File: src/rtl/gpc_pkg.sv
// rtl/gpc_pkg.sv - shared column widths and adder cells for the (2,1,3,5;5) counter
package gpc_pkg;

  localparam int SRC0_W = 5;
  localparam int SRC1_W = 3;
  localparam int SRC2_W = 1;
  localparam int SRC3_W = 2;
  localparam int DST_W  = 5;

  // Full-adder cell: three bits of one weight in, {carry, sum} out.
  function automatic logic [1:0] fa(input logic a, input logic b, input logic c);
    logic s;
    logic co;
    s  = a ^ b ^ c;
    co = (a & b) | (a & c) | (b & c);
    return {co, s};
  endfunction

endpackage

File: src/rtl/gpc_2135_5_core.sv
// rtl/gpc_2135_5_core.sv - combinational full-adder compressor tree for the weighted column sum
module gpc_2135_5_core
  import gpc_pkg::*;
(
  input  logic [SRC0_W-1:0] src0,
  input  logic [SRC1_W-1:0] src1,
  input  logic [SRC2_W-1:0] src2,
  input  logic [SRC3_W-1:0] src3,
  output logic [DST_W-1:0]  sum
);

  // Each fa result is {carry to next weight, sum bit at this weight}.
  logic [1:0] w1_a, w1_b;
  logic [1:0] w2_a, w2_b;
  logic [1:0] w4_a;
  logic [1:0] w8_a;

  // Reduce each column to one bit, rippling carries from weight 1 up to weight 16.
  always_comb begin
    // weight 1: five bits -> dst[0] plus two carries into weight 2
    w1_a = fa(src0[0], src0[1], src0[2]);
    w1_b = fa(w1_a[0], src0[3], src0[4]);
    // weight 2: three inputs plus two carries -> dst[1] plus two carries into weight 4
    w2_a = fa(src1[0], src1[1], src1[2]);
    w2_b = fa(w2_a[0], w1_a[1], w1_b[1]);
    // weight 4: one input plus two carries -> dst[2] plus one carry into weight 8
    w4_a = fa(src2[0], w2_a[1], w2_b[1]);
    // weight 8: two inputs plus one carry -> dst[3] and the weight-16 carry
    w8_a = fa(src3[0], src3[1], w4_a[1]);
    sum  = {w8_a[1], w8_a[0], w4_a[0], w2_b[0], w1_b[0]};
  end

endmodule

File: src/rtl/gpc_2135_5.sv
// rtl/gpc_2135_5.sv - registered (2,1,3,5;5) generalized parallel counter
module gpc_2135_5
  import gpc_pkg::*;
(
  input  logic              clk,
  input  logic              rst_n,
  input  logic              in_valid,
  input  logic [SRC0_W-1:0] src0,
  input  logic [SRC1_W-1:0] src1,
  input  logic [SRC2_W-1:0] src2,
  input  logic [SRC3_W-1:0] src3,
  output logic [DST_W-1:0]  dst,
  output logic              out_valid
);

  logic [DST_W-1:0] sum;
  logic [DST_W-1:0] dst_d, dst_q;
  logic             out_valid_d, out_valid_q;

  gpc_2135_5_core u_core (
    .src0 (src0),
    .src1 (src1),
    .src2 (src2),
    .src3 (src3),
    .sum  (sum)
  );

  // Load the sum only on valid cycles so idle (possibly unknown) inputs never reach dst.
  always_comb begin
    dst_d       = dst_q;
    out_valid_d = in_valid;
    if (in_valid) begin
      dst_d = sum;
    end
  end

  // Result and valid flags, cleared immediately by reset.
  always_ff @(posedge clk or negedge rst_n) begin
    if (!rst_n) begin
      dst_q       <= '0;
      out_valid_q <= 1'b0;
    end else begin
      dst_q       <= dst_d;
      out_valid_q <= out_valid_d;
    end
  end

  assign dst       = dst_q;
  assign out_valid = out_valid_q;

endmodule

File: config.mk
export PLATFORM = sky130hd
export DESIGN_NAME = gpc_2135_5
export DESIGN_NICKNAME = d
export VERILOG_FILES = /design/src/rtl/gpc_pkg.sv /design/src/rtl/gpc_2135_5_core.sv /design/src/rtl/gpc_2135_5.sv
export SDC_FILE = /design/constraint.sdc
export NUM_CORES = 1
export LEC_CHECK = 0
export ABC_AREA = 1
export CAP_MARGIN = 20
export CORE_AREA = 4 4 41 43
export CTS_CLUSTER_SIZE = 25
export DETAILED_ROUTE_END_ITERATION = 7
export DIE_AREA = 0 0 45 47
export PLACE_DENSITY_LB_ADDON = 0.12
export SETUP_SLACK_MARGIN = 0.02
export SLEW_MARGIN = 5
export SYNTH_ARGS = -nofsm -noshare
export SYNTH_HDL_FRONTEND = slang
export SYNTH_SLANG_ARGS = --single-unit
File: constraint.sdc
create_clock -name clk -period 0.8 [get_ports clk]
set_clock_uncertainty 0.1 [all_clocks]
set_input_delay 0.16 -clock clk [delete_from_list [all_inputs] [get_ports clk]]
set_output_delay 0.16 -clock clk [all_outputs]
set_load 0.03 [all_outputs]
; After elaboration in Yosys (flattened, before gate mapping)
; Cells that the tools add are included.
[totals]
word_cells = 44
register_bits = 6
mem_bits_ro = 0
memories = 0
input_bits = 14
latchBits = 0
ram_bits = 0
[op_classes]
n_lt_le_gt_ge = 0
multipliers = 0
n_eq_ne = 0
div_mod_pow = 0
reduce_logical = 0
bitwise_logic = 42
add_sub_neg = 0
shifts = 0
mux = 0
[ops]
columns = cell, n
row1 = AND 1 bit, 18
row2 = bitwise OR 1 bit, 12
row3 = bitwise XOR 1 bit, 12

; Longest topological paths before layout
; Gate-level depths: netlist (run 1).
[depth]
ltp_word = 14
depth_mapped = 9

; By module
; A second synthesis (run 1) with hierarchy kept.
[hier_totals]
hier_cells = 40
area_unflattened_um2 = 375.4
[modules_own_cells]
columns = module, seq_area_each_um2, cells_each, area_each_um2, n_inst
row1 = gpc_2135_5, 150.1, 22, 210.2, 1
row2 = gpc_2135_5_core, 0.0, 18, 165.2, 1

; Least setup slack after synthesis (run 1)
; Ideal clock, no wire load.
[synth_path]
path_kind = input-to-reg
startpoint = input src0[0]
endpoint = register dst_q[3], in the netlist dst[3]
path_stages = 9
path_slack_ns = -1.649
arrival_ns = 2.231
t_required_ns = 0.582
cell_sequence = fa_1 fa_1 inv_1 fa_1 fa_1 fa_1 inv_1 nand2_1 nand2_1
[synth_via]
elab_chain_cells = 12
elab_cells_between_ends = 20
[synth_rtl]
columns = element, line
row1 = start: declaration, gpc_2135_5.sv:8  ; input logic [SRC0_W-1:0] src0,
row2 = bitwise XOR 1 bit (2 in series), gpc_pkg.sv:14  ; s = a ^ b ^ c;
row3 = AND 1 bit, gpc_pkg.sv:15  ; co = (a & b) | (a & c) | (b & c);
row4 = bitwise OR 1 bit (2 in series), gpc_pkg.sv:15
row5 = AND 1 bit, gpc_pkg.sv:15
row6 = bitwise OR 1 bit, gpc_pkg.sv:15
row7 = bitwise OR 1 bit (*), gpc_pkg.sv:15
row8 = AND 1 bit, gpc_pkg.sv:15
row9 = bitwise OR 1 bit, gpc_pkg.sv:15
row10 = bitwise OR 1 bit (*), gpc_pkg.sv:15
row11 = bitwise XOR 1 bit (*), gpc_pkg.sv:14
row12 = end signal: assignment, gpc_2135_5.sv:43  ; dst_q <= dst_d;
row13 = end: declaration, gpc_2135_5.sv:17  ; logic [DST_W-1:0] dst_d, dst_q;
; Every way passes the cells marked *; elsewhere a longest branch is shown, timed or not.
; A chain may end at the register's enable or synchronous reset.

; Final worst setup path (run 1)
; Same ends and word-level chain as after synthesis.

==> impl_metrics.toml, run 1 <==
[setup_path]
path_buf_inv = 3
crit_start = "src0[0]"
slowest_stage = "fa_1"
worstReg2RegEnd = "dst[1]"
crit_fanout = 1
worst-path-stages = 10
ff2ff_setup_slack_ns = -0.03
path_cells = "buf_6, fa_1, fa_2, inv_2, fa_2, fa_2, fa_1, inv_1, nand2_1, nand2_1"
path_class = "in2reg"
critPathMaxStageDelay_ns = 0.55
end_kind = "flip-flop"
cp-start-kind = "primary input"
arrival_ns = 2.30
critPathTopFamily = "adder cells"
crit_top_cell = "fa_2"
crit_end = "dst[3]"
r2r_cells = 3
r2r-start = "dst[1]"
cp.required_ns = 0.84

[detailed_routing]
vias = 335
drt_iter0_drc = 0
ant_nets = 0
drt-vias-per-instance = 4.09
drc_errors = 0
first_pass_iters = 1
wl_per_cell_um = 8.87
wl_um = 727

[flow_run]
drv_cap = 0

[synth]
syn_inst = 40
yosysSeqAreaShare = 0.400
synthXorXnorAreaFrac = 0
synth_cell_types = 5
syn_nets = 60
yosysTopAreaCell = "dfrtp_1"
synthTopCellsByArea = "dfrtp_1 40%, fa_1 32%, nand2_1 15%"
synthMuxAreaShare = 0
synth_top_area_share = 0.400
synthAdderAreaFrac = 0.320
synthSimpleGateAreaFrac = 0.150
synth_area_um2 = 375
synth_top_family_by_area = "adder cells"
synth_warnings = 0
postSynthAreaPerCell_um2 = 9.38
ys_ff_latch = 6
synth_compound_area_frac = 0

[floorplan]
die-area_um2 = 2120
start_util = 0.288
rows = 13
die_x_um = 45
coreArea_um2 = 1300
die_h_um = 47
io-pin-count = 20

[clock_tree]
numCtsBuffers = 3
clockRootBuffer = "clkbuf_4"
cts_tree = "yes"
clock_latency_ns = 0.25
clkTransAtPathRegs_ns = 0.04
cts_buffer_depth = 2
htreeDepth = 1
clock-sinks = 6

[timing]
hold_viol_final = 0
relSlewSlack = 0.825
fin_crit_ns = 2.26
setup_viol = 11
rsz0062_at_grt = "true"
fmax_ghz = 0.443
final_max_slew_viol_count = 0
timing.final.crit_share = 2.82
tightest_slew_ns = 0.262
layout_setup_ws_ns = -1.46
finalSetupTns_ns = -6.65

[finish]
final_nets = 89
n_fill_cell = 135
final_area_um2 = 658
utilization = 0.506
drive_gt1_frac = 0.373
area.growth.synth_to_final_pct = 75.3
antenna_cells = 0

[grt]
use_met2 = 0.138
grt_max_degree = 7
gr-usage-all-layers = 0.0929
use_met1 = 0.0806
top_usage_layer = "met2"
grt_overflow = 0
grt_pass1_wl_mm = 1.21
antenna_found_initial = 0
use_met3 = 0.0575
grt_pass1_vias = 291

[power]
leakage_nw = 0.358
max-vdd-ir-drop_v = 0.00116
power.density_nw_per_um2 = 1940
finalPower_w = 0.00128

[placed_design]
placed_cell_area_um2 = 582
dp_hpwl_um = 574
gp_congestion = 0.706
port_buffers = 19
place_ws_ns = -2.07

[status]
violations = "setup timing"
status = "complete, but fails checks"

[worst_hold_path]
hold_class = "in2async"
cell usage in the layout, fill, tap and decap left out, drive strengths merged:
cell type	count
dlygate4sd2	3
clkdlybuf4s50	7
buf	14
dfrtp	6
nand2	15
clkbuf	3
inv	13
fa	6
stage by stage:
step	cells	hold WS, ns
floorplan	40	-0.236
global placement	75	0.320
detailed placement	75	0.317
CTS	80	0.0472
global route	82	0.0579
finish	82	0.0451
metal layers:
layer  share of wire  vias up
met5               0        -
met4           0.056        0
met3            0.10        5
met2            0.49       14
met1            0.35      154
li1                -      162
cell families after synthesis:
family        after synthesis
fa+ha+maj                   6
buf+inv                    13
flops                       6
simple gates               15
worst register-to-register path, cell delays in order, from the launching register on:
cell and delay [ns]:
dfrtp_1 0.38, buf_4 0.13, nand2_1 0.07, nand2_2 0.04
cell usage after synthesis, drive strengths merged:
cell   number
fa          6
nand2      15
inv        13
dfrtp       6
repair_timing:
item | 4_1_cts | 5_1_grt
gates resized for setup | 24 | 4
pin swaps | 9 | 6
endpoints found under the hold margin | 0 | 0
setup buffers | 2 | 2
hold buffers | 0 | 0
setup endpoints to repair | 11 | 11
area by class of cell:
class	instances	area, µm²	share of cell area
clock buffer	3	22.5	0.0342
inverter	13	48.8	0.0741
multi-input combinational	21	189	0.287
sequential	6	150	0.228
tap	15	18.8	0.0285
timing repair buffer	24	229	0.348
power by group:
| part | switching, W | internal, W |
|---|---|---|
| combinational | 0.000284 | 0.000303 |
| sequential | 0.0000406 | 0.000364 |
| clock | 0.000116 | 0.000170 |
| total | 0.000441 | 0.000837 |
state kept, by name (all words and copies together) (netlist names):
name,flops
dst,5
out_valid,1
how the worst min path moves through the flow:
stage                     depth (start not counted)  slack [ns]  startpoint     end
final                                             1        0.05       rst_n  dst[2]
after global routing                              1        0.06       rst_n  dst[2]
after CTS                                         1        0.05       rst_n  dst[3]
after detailed placement                          1        0.32       rst_n  dst[4]
after global placement                            1        0.32       rst_n  dst[4]
after floorplan                                   0       -0.24       rst_n  dst[0]
(Power assumes the default switching activity.)
==> inputs of run 2 (changes only) <==
==> constraint.sdc (replaced) <==
create_clock -name clk -period 0.8 [get_ports clk]
set_clock_uncertainty 0.1 [all_clocks]
set_input_delay 0.12 -clock clk [delete_from_list [all_inputs] [get_ports clk]]
set_output_delay 0.12 -clock clk [all_outputs]
set_load 0.03 [all_outputs]
==> results of run 2 <==
The final DEF is identical to that of run 1. Status: complete, but fails checks: setup timing.
Main changes from that run: setup slack after placement -2.07 ns -> -2.03 ns; setup slack after layout -1.46 ns -> -1.42 ns; setup TNS -6.65 ns -> -6.21 ns; hold slack 0.0451 ns -> 0.00506 ns
